## src/rtl/sti_dac_pkg.sv

```systemverilog
// Shared definitions for the STI_DAC scheduler: command field layout and FSM encoding.
package sti_dac_pkg;

    localparam int CMD_W    = 22;
    localparam int DATA_LSB = 0;
    localparam int LEN_LSB  = 16;
    localparam int FILL     = 18;
    localparam int MSB      = 19;
    localparam int LOW      = 20;
    localparam int LAST     = 21;

    localparam logic [2:0] S_IDLE   = 3'd0;
    localparam logic [2:0] S_LOAD   = 3'd1;
    localparam logic [2:0] S_RUN    = 3'd2;
    localparam logic [2:0] S_FINISH = 3'd3;
    localparam logic [2:0] S_END    = 3'd4;

endpackage

```

## src/rtl/sti_dac_sched_rr_arb2.sv

```systemverilog
// Two-way round-robin picker; the pointer only moves when both requesters contend.
module rr_arb2 (
    input  logic       clk,
    input  logic       reset,
    input  logic [1:0] req,
    input  logic       en,
    output logic [1:0] gnt,
    output logic       ptr
);

    logic next_ptr;

    always_comb begin
        gnt = 2'b00;
        case (req)
            2'b01:   gnt = 2'b01;
            2'b10:   gnt = 2'b10;
            2'b11:   gnt = ptr ? 2'b10 : 2'b01;
            default: gnt = 2'b00;
        endcase
        next_ptr = ~gnt[1];
    end

    always_ff @(posedge clk or negedge reset) begin
        if (!reset)
            ptr <= 1'b0;
        else if (en && req == 2'b11)
            ptr <= next_ptr;
    end

endmodule

```

## src/rtl/sti_dac_sched.sv

```systemverilog
// Round-robin scheduler sharing one STI_DAC converter between two requesters,
// with capture of the pi_* command, so_valid completion detection and watchdogs.
module sti_dac_sched
    import sti_dac_pkg::*;
#(
    parameter int CMD_W       = sti_dac_pkg::CMD_W,
    parameter int RUN_TIMEOUT = 128,
    parameter int FIN_TIMEOUT = 1024
) (
    input  logic             clk,
    input  logic             reset,
    input  logic [1:0]       req,
    input  logic [CMD_W-1:0] cmd0,
    input  logic [CMD_W-1:0] cmd1,
    output logic [1:0]       ack,
    output logic [1:0]       done,
    output logic             load,
    output logic [15:0]      pi_data,
    output logic [1:0]       pi_length,
    output logic             pi_fill,
    output logic             pi_msb,
    output logic             pi_low,
    output logic             pi_end,
    input  logic             so_valid,
    input  logic             pixel_finish,
    output logic             busy,
    output logic             grant_id,
    output logic             all_done,
    output logic             timeout_err
);

    localparam int CNT_W = $clog2(FIN_TIMEOUT);

    logic [2:0]       state;
    logic [CNT_W-1:0] cnt;
    logic             sov_q;
    logic [1:0]       gnt;
    logic             rr_ptr;
    logic             pick;
    logic             win;
    logic [CMD_W-1:0] cmd_sel;
    logic             complete;
    logic             cnt_sat;

    assign pick     = (state == S_IDLE) && (req != 2'b00);
    assign win      = gnt[1];
    assign cmd_sel  = win ? cmd1 : cmd0;
    assign complete = sov_q & ~so_valid;
    assign cnt_sat  = (cnt == {CNT_W{1'b1}});
    assign busy     = (state != S_IDLE);

    rr_arb2 u_arb (
        .clk   (clk),
        .reset (reset),
        .req   (req),
        .en    (pick),
        .gnt   (gnt),
        .ptr   (rr_ptr)
    );

    always_ff @(posedge clk or negedge reset) begin
        if (!reset) begin
            state       <= S_IDLE;
            cnt         <= '0;
            sov_q       <= 1'b0;
            ack         <= 2'b00;
            done        <= 2'b00;
            load        <= 1'b0;
            pi_data     <= '0;
            pi_length   <= '0;
            pi_fill     <= 1'b0;
            pi_msb      <= 1'b0;
            pi_low      <= 1'b0;
            pi_end      <= 1'b0;
            grant_id    <= 1'b0;
            all_done    <= 1'b0;
            timeout_err <= 1'b0;
        end else begin
            ack   <= 2'b00;
            done  <= 2'b00;
            load  <= 1'b0;
            sov_q <= so_valid;
            case (state)
                S_IDLE: begin
                    if (pick) begin
                        pi_data   <= cmd_sel[DATA_LSB +: 16];
                        pi_length <= cmd_sel[LEN_LSB +: 2];
                        pi_fill   <= cmd_sel[FILL];
                        pi_msb    <= cmd_sel[MSB];
                        pi_low    <= cmd_sel[LOW];
                        pi_end    <= cmd_sel[LAST];
                        ack       <= gnt;
                        grant_id  <= win;
                        state     <= S_LOAD;
                    end
                end
                S_LOAD: begin
                    load  <= 1'b1;
                    cnt   <= '0;
                    state <= S_RUN;
                end
                S_RUN: begin
                    // A falling edge of so_valid beats a coincident watchdog expiry.
                    if (complete) begin
                        done  <= grant_id ? 2'b10 : 2'b01;
                        cnt   <= '0;
                        state <= pi_end ? S_FINISH : S_IDLE;
                    end else if (cnt == CNT_W'(RUN_TIMEOUT - 1)) begin
                        timeout_err <= 1'b1;
                        state       <= S_IDLE;
                    end else if (!cnt_sat) begin
                        cnt <= cnt + 1'b1;
                    end
                end
                S_FINISH: begin
                    if (pixel_finish) begin
                        all_done <= 1'b1;
                        state    <= S_END;
                    end else if (cnt == CNT_W'(FIN_TIMEOUT - 1)) begin
                        timeout_err <= 1'b1;
                        state       <= S_END;
                    end else if (!cnt_sat) begin
                        cnt <= cnt + 1'b1;
                    end
                end
                S_END: ;
                default: state <= S_IDLE;
            endcase
        end
    end

endmodule

```

## config.mk

```make
export PLATFORM = sky130hd
export DESIGN_NAME = sti_dac_sched
export DESIGN_NICKNAME = d
export VERILOG_FILES = /design/src/rtl/sti_dac_pkg.sv /design/src/rtl/sti_dac_sched_rr_arb2.sv /design/src/rtl/sti_dac_sched.sv
export SDC_FILE = /design/constraint.sdc
export NUM_CORES = 1
export LEC_CHECK = 0
export BUFFER_PORTS_ARGS = -buffer_cell sky130_fd_sc_hd__buf_2
export CAP_MARGIN = 20
export CORE_ASPECT_RATIO = 1.5
export CORE_MARGIN = 8
export CORE_UTILIZATION = 45
export CTS_BUF_LIST = sky130_fd_sc_hd__clkbuf_8
export DETAILED_ROUTE_END_ITERATION = 16
export GPL_TIMING_DRIVEN = 1
export PLACE_DENSITY = 0.81
export SETUP_SLACK_MARGIN = 0.1
export SLEW_MARGIN = 20
export SYNTH_ARGS = -nofsm -noshare
export SYNTH_HDL_FRONTEND = slang
export SYNTH_SLANG_ARGS = --single-unit
```

## constraint.sdc

```tcl
create_clock -name clk -period 4.6 [get_ports clk]
set_input_delay 0.46 -clock clk [delete_from_list [all_inputs] [get_ports clk]]
set_output_delay 0.46 -clock clk [all_outputs]
set_load 0.05 [all_outputs]
```

==> flow_summary.json <==
{
  "outcome": "complete, no violations",
  "r2r_start": "cnt[7]",
  "drc": 0,
  "r2r_end": "cnt[2]",
  "grt_pass1_wl_mm": 8.74,
  "grt_pass1_vias": 1934,
  "worst_ep_required_time_ps": 4140,
  "p_leak_nw": 1.42,
  "postRouteAntennaNets": 0,
  "holdBufCountCts": 0,
  "maxCapViolations": 0,
  "fp-row-count": 31,
  "clkLatencyLatePin_ps": 310,
  "ctsRootBufferMaster": "clkbuf_8",
  "cp-end-kind": "output port",
  "ys_ff_latch": 45,
  "io_pins": 81,
  "route.met3.wl_um": 345,
  "synthFlopType": "dfrtp_1",
  "crit_chain": "nor3_1, inv_1, buf_2",
  "crit_end": "busy",
  "ys_seq_area_share_pct": 51.5,
  "post_cts_buffers": 0,
  "synth_nets": 263,
  "die_w_um": 72.9,
  "setup_violations": 0,
  "wl_met1_mm": 2.02,
  "worstSetupPathType": "flop to output port",
  "ys_warn_count": 0,
  "tns_ps": 0,
  "slew_violations": 0,
  "min_path_type": "primary input to asynchronous set/reset pin",
  "worst-path-max-fanout": 11,
  "wl_met2_mm": 2.83,
  "h-tree-depth": 2,
  "start_util_pct": 45.8,
  "grt_usage_pct": 15.2,
  "syn2layout_area_growth_pct": 25.8,
  "wl_per_cell_um": 14.9,
  "antenna_found_initial": 0,
  "startpoint_type": "flop",
  "clkSinkCount": 45,
  "routed.top_layer": "met4",
  "grt_overflow": 0,
  "max_freq_ghz": 0.487,
  "max_stage_delay_ps": 530,
  "syn-mean-instance-area_sq_um": 10.3,
  "min_period_over_period_pct": 44.6,
  "power_mw": 1.95,
  "ctsResizeCount": 0,
  "slew_headroom_pct": 56.1,
  "reg2reg_slack_ps": 2760,
  "path_clk_slew_ps": 90,
  "cts_tree": "done",
  "arrival_ps": 1590,
  "syn_inst": 212,
  "place.gp.congestion": 0.907,
  "numCtsBuffers": 5,
  "wirelength_mm": 5.36,
  "num-fill-cells": 444,
  "synth.distinct_cells": 41,
  "synthesis.area_sq_mm": 0.00219,
  "core_sq_mm": 0.00477,
  "die_area_sq_mm": 0.00739,
  "final_nets": 343,
  "synth-edff-count": 0,
  "reg2reg_depth": 4,
  "finalClockSkew_ps": 10.4,
  "drtIter0Drc": 73,
  "grt_max_degree": 46,
  "ys_async_sr_fraction_pct": 100,
  "final-hold-violation-count": 0,
  "place_hpwl_mm": 4.17,
  "cp_slowest_cell": "dfrtp_1",
  "portBuffers": 80,
  "p_per_area_mw_per_mm2": 711,
  "fin_crit_ps": 2050,
  "drive_above_1_share_pct": 33.4,
  "dr.pass1.iters": 4,
  "rsz0062_at_grt": "no",
  "tightest_slew_ps": 658,
  "viasPerCell": 5.17,
  "clockBufferDepth": 2,
  "cp-startpoint": "state[0]",
  "vias": 1856,
  "num_antenna_cells": 0,
  "ir_drop_mv": 0.356,
  "die_y_um": 101
}
-- synthesized netlist by cell type, types with 4 or more instances --
library cell	count	share of area, %
inv_1	5	0.86
a211oi_1	4	1.4
a21oi_1	4	0.92
mux2i_1	27	12
clkbuf_1	6	1.0
nand3_1	5	1.1
o21ai_0	17	3.9
nand2_1	36	6.2
nor2_1	7	1.2
dfrtp_1	45	52
o21ai_1	9	2.1
nand2b_1	6	1.7
and3_1	4	1.1
-- cell usage in the layout, fill, tap and decap left out, types with 2 or more instances in the layout --
| master | count |
|---|---|
| clkbuf_8 | 5 |
| buf_2 | 79 |
| and3_1 | 4 |
| nand3_1 | 5 |
| dfrtp_1 | 45 |
| o21ai_2 | 2 |
| nor3_1 | 2 |
| mux2i_1 | 27 |
| buf_4 | 3 |
| inv_1 | 5 |
| nor2_1 | 7 |
| inv_6 | 2 |
| o21ai_0 | 17 |
| nand2b_1 | 6 |
| nor4_1 | 2 |
| a211oi_1 | 4 |
| o31ai_1 | 3 |
| nand2_1 | 36 |
| o21ai_1 | 7 |
| a21o_1 | 3 |
| a31oi_1 | 2 |
| a21oi_1 | 4 |
-- power breakdown --
part           internal [mW]  total, mW  switching [mW]
Clock                  0.111      0.257           0.146
Sequential             0.542      0.648           0.106
Combinational          0.277       1.05           0.773
Total                  0.929       1.95            1.02
-- registers in the layout, summed over array words and instances, names as in the netlist --
name and count:
sov_q 1, pi_length 2, pi_fill 1, pi_low 1, grant_id 1, all_done 1, ack 2, pi_end 1
pi_data 16, u_arb.ptr 1, pi_msb 1, done 2, load 1, cnt 10, timeout_err 1, state 3
-- worst max-delay path, delay by kind of cell, from the launching register on --
family                 cells  cell delay [ps]
flip-flops                 1              530
buffers and inverters      2              330
AND/OR/NAND/NOR            1              420
-- through the flow --
stage               hold slack, ps  setup slack (ps)  area (sq um)  cells  util, %
global route                   166              2400          2750    359     57.6
finish                         125              2550          2750    359     57.6
CTS                            297              2520          2750    359     57.6
floorplan                      164              2950          2190    212        -
detailed placement             462              2630          2650    351     55.6
global placement               438              2690          2650    351     55.6
-- layer usage --
| metal | vias up | global-route usage, % |
|---|---|---|
| met5 | - | 0 |
| met2 | 58 | 27.7 |
| li1 | 921 | - |
| met4 | 0 | 7.74 |
| met1 | 863 | 15.1 |
| met3 | 14 | 4.36 |
-- worst min-delay path by stage --
stage                     startpoint  cells past startpoint         end  slack (ps)
after floorplan                reset                      0      ack[0]         160
after global placement      all_done                      1    all_done         440
after detailed placement    all_done                      1    all_done         460
after CTS                   so_valid                      1       sov_q         300
after global routing           reset                      1  pi_data[9]         170
final                          reset                      1  pi_data[9]         120
-- final cells by class --
class / count / area (sq um) / share of cell area [%]
Multi-Input combinational cell: 153 / 1010 / 36.8
Clock buffer: 5 / 68.8 / 2.50
Clock inverter: 3 / 25.0 / 0.910
Tap cell: 66 / 82.6 / 3.00
Inverter: 5 / 18.8 / 0.682
Sequential cell: 45 / 1130 / 40.9
Timing Repair Buffer: 82 / 418 / 15.2
-- kinds of logic after synthesis --
| logic type | Yosys count | share of synthesized area (%) |
|---|---|---|
| flops | 45 | 51.5 |
| simple gates | 71 | 15.9 |
| xor+xnor | 1 | 0.401 |
| mux | 27 | 12.4 |
| compound gates | 53 | 16.7 |
| fa+ha+maj | 1 | 0.572 |
| buf+inv | 14 | 2.58 |
Note: power is estimated with default switching activity, not from simulation.
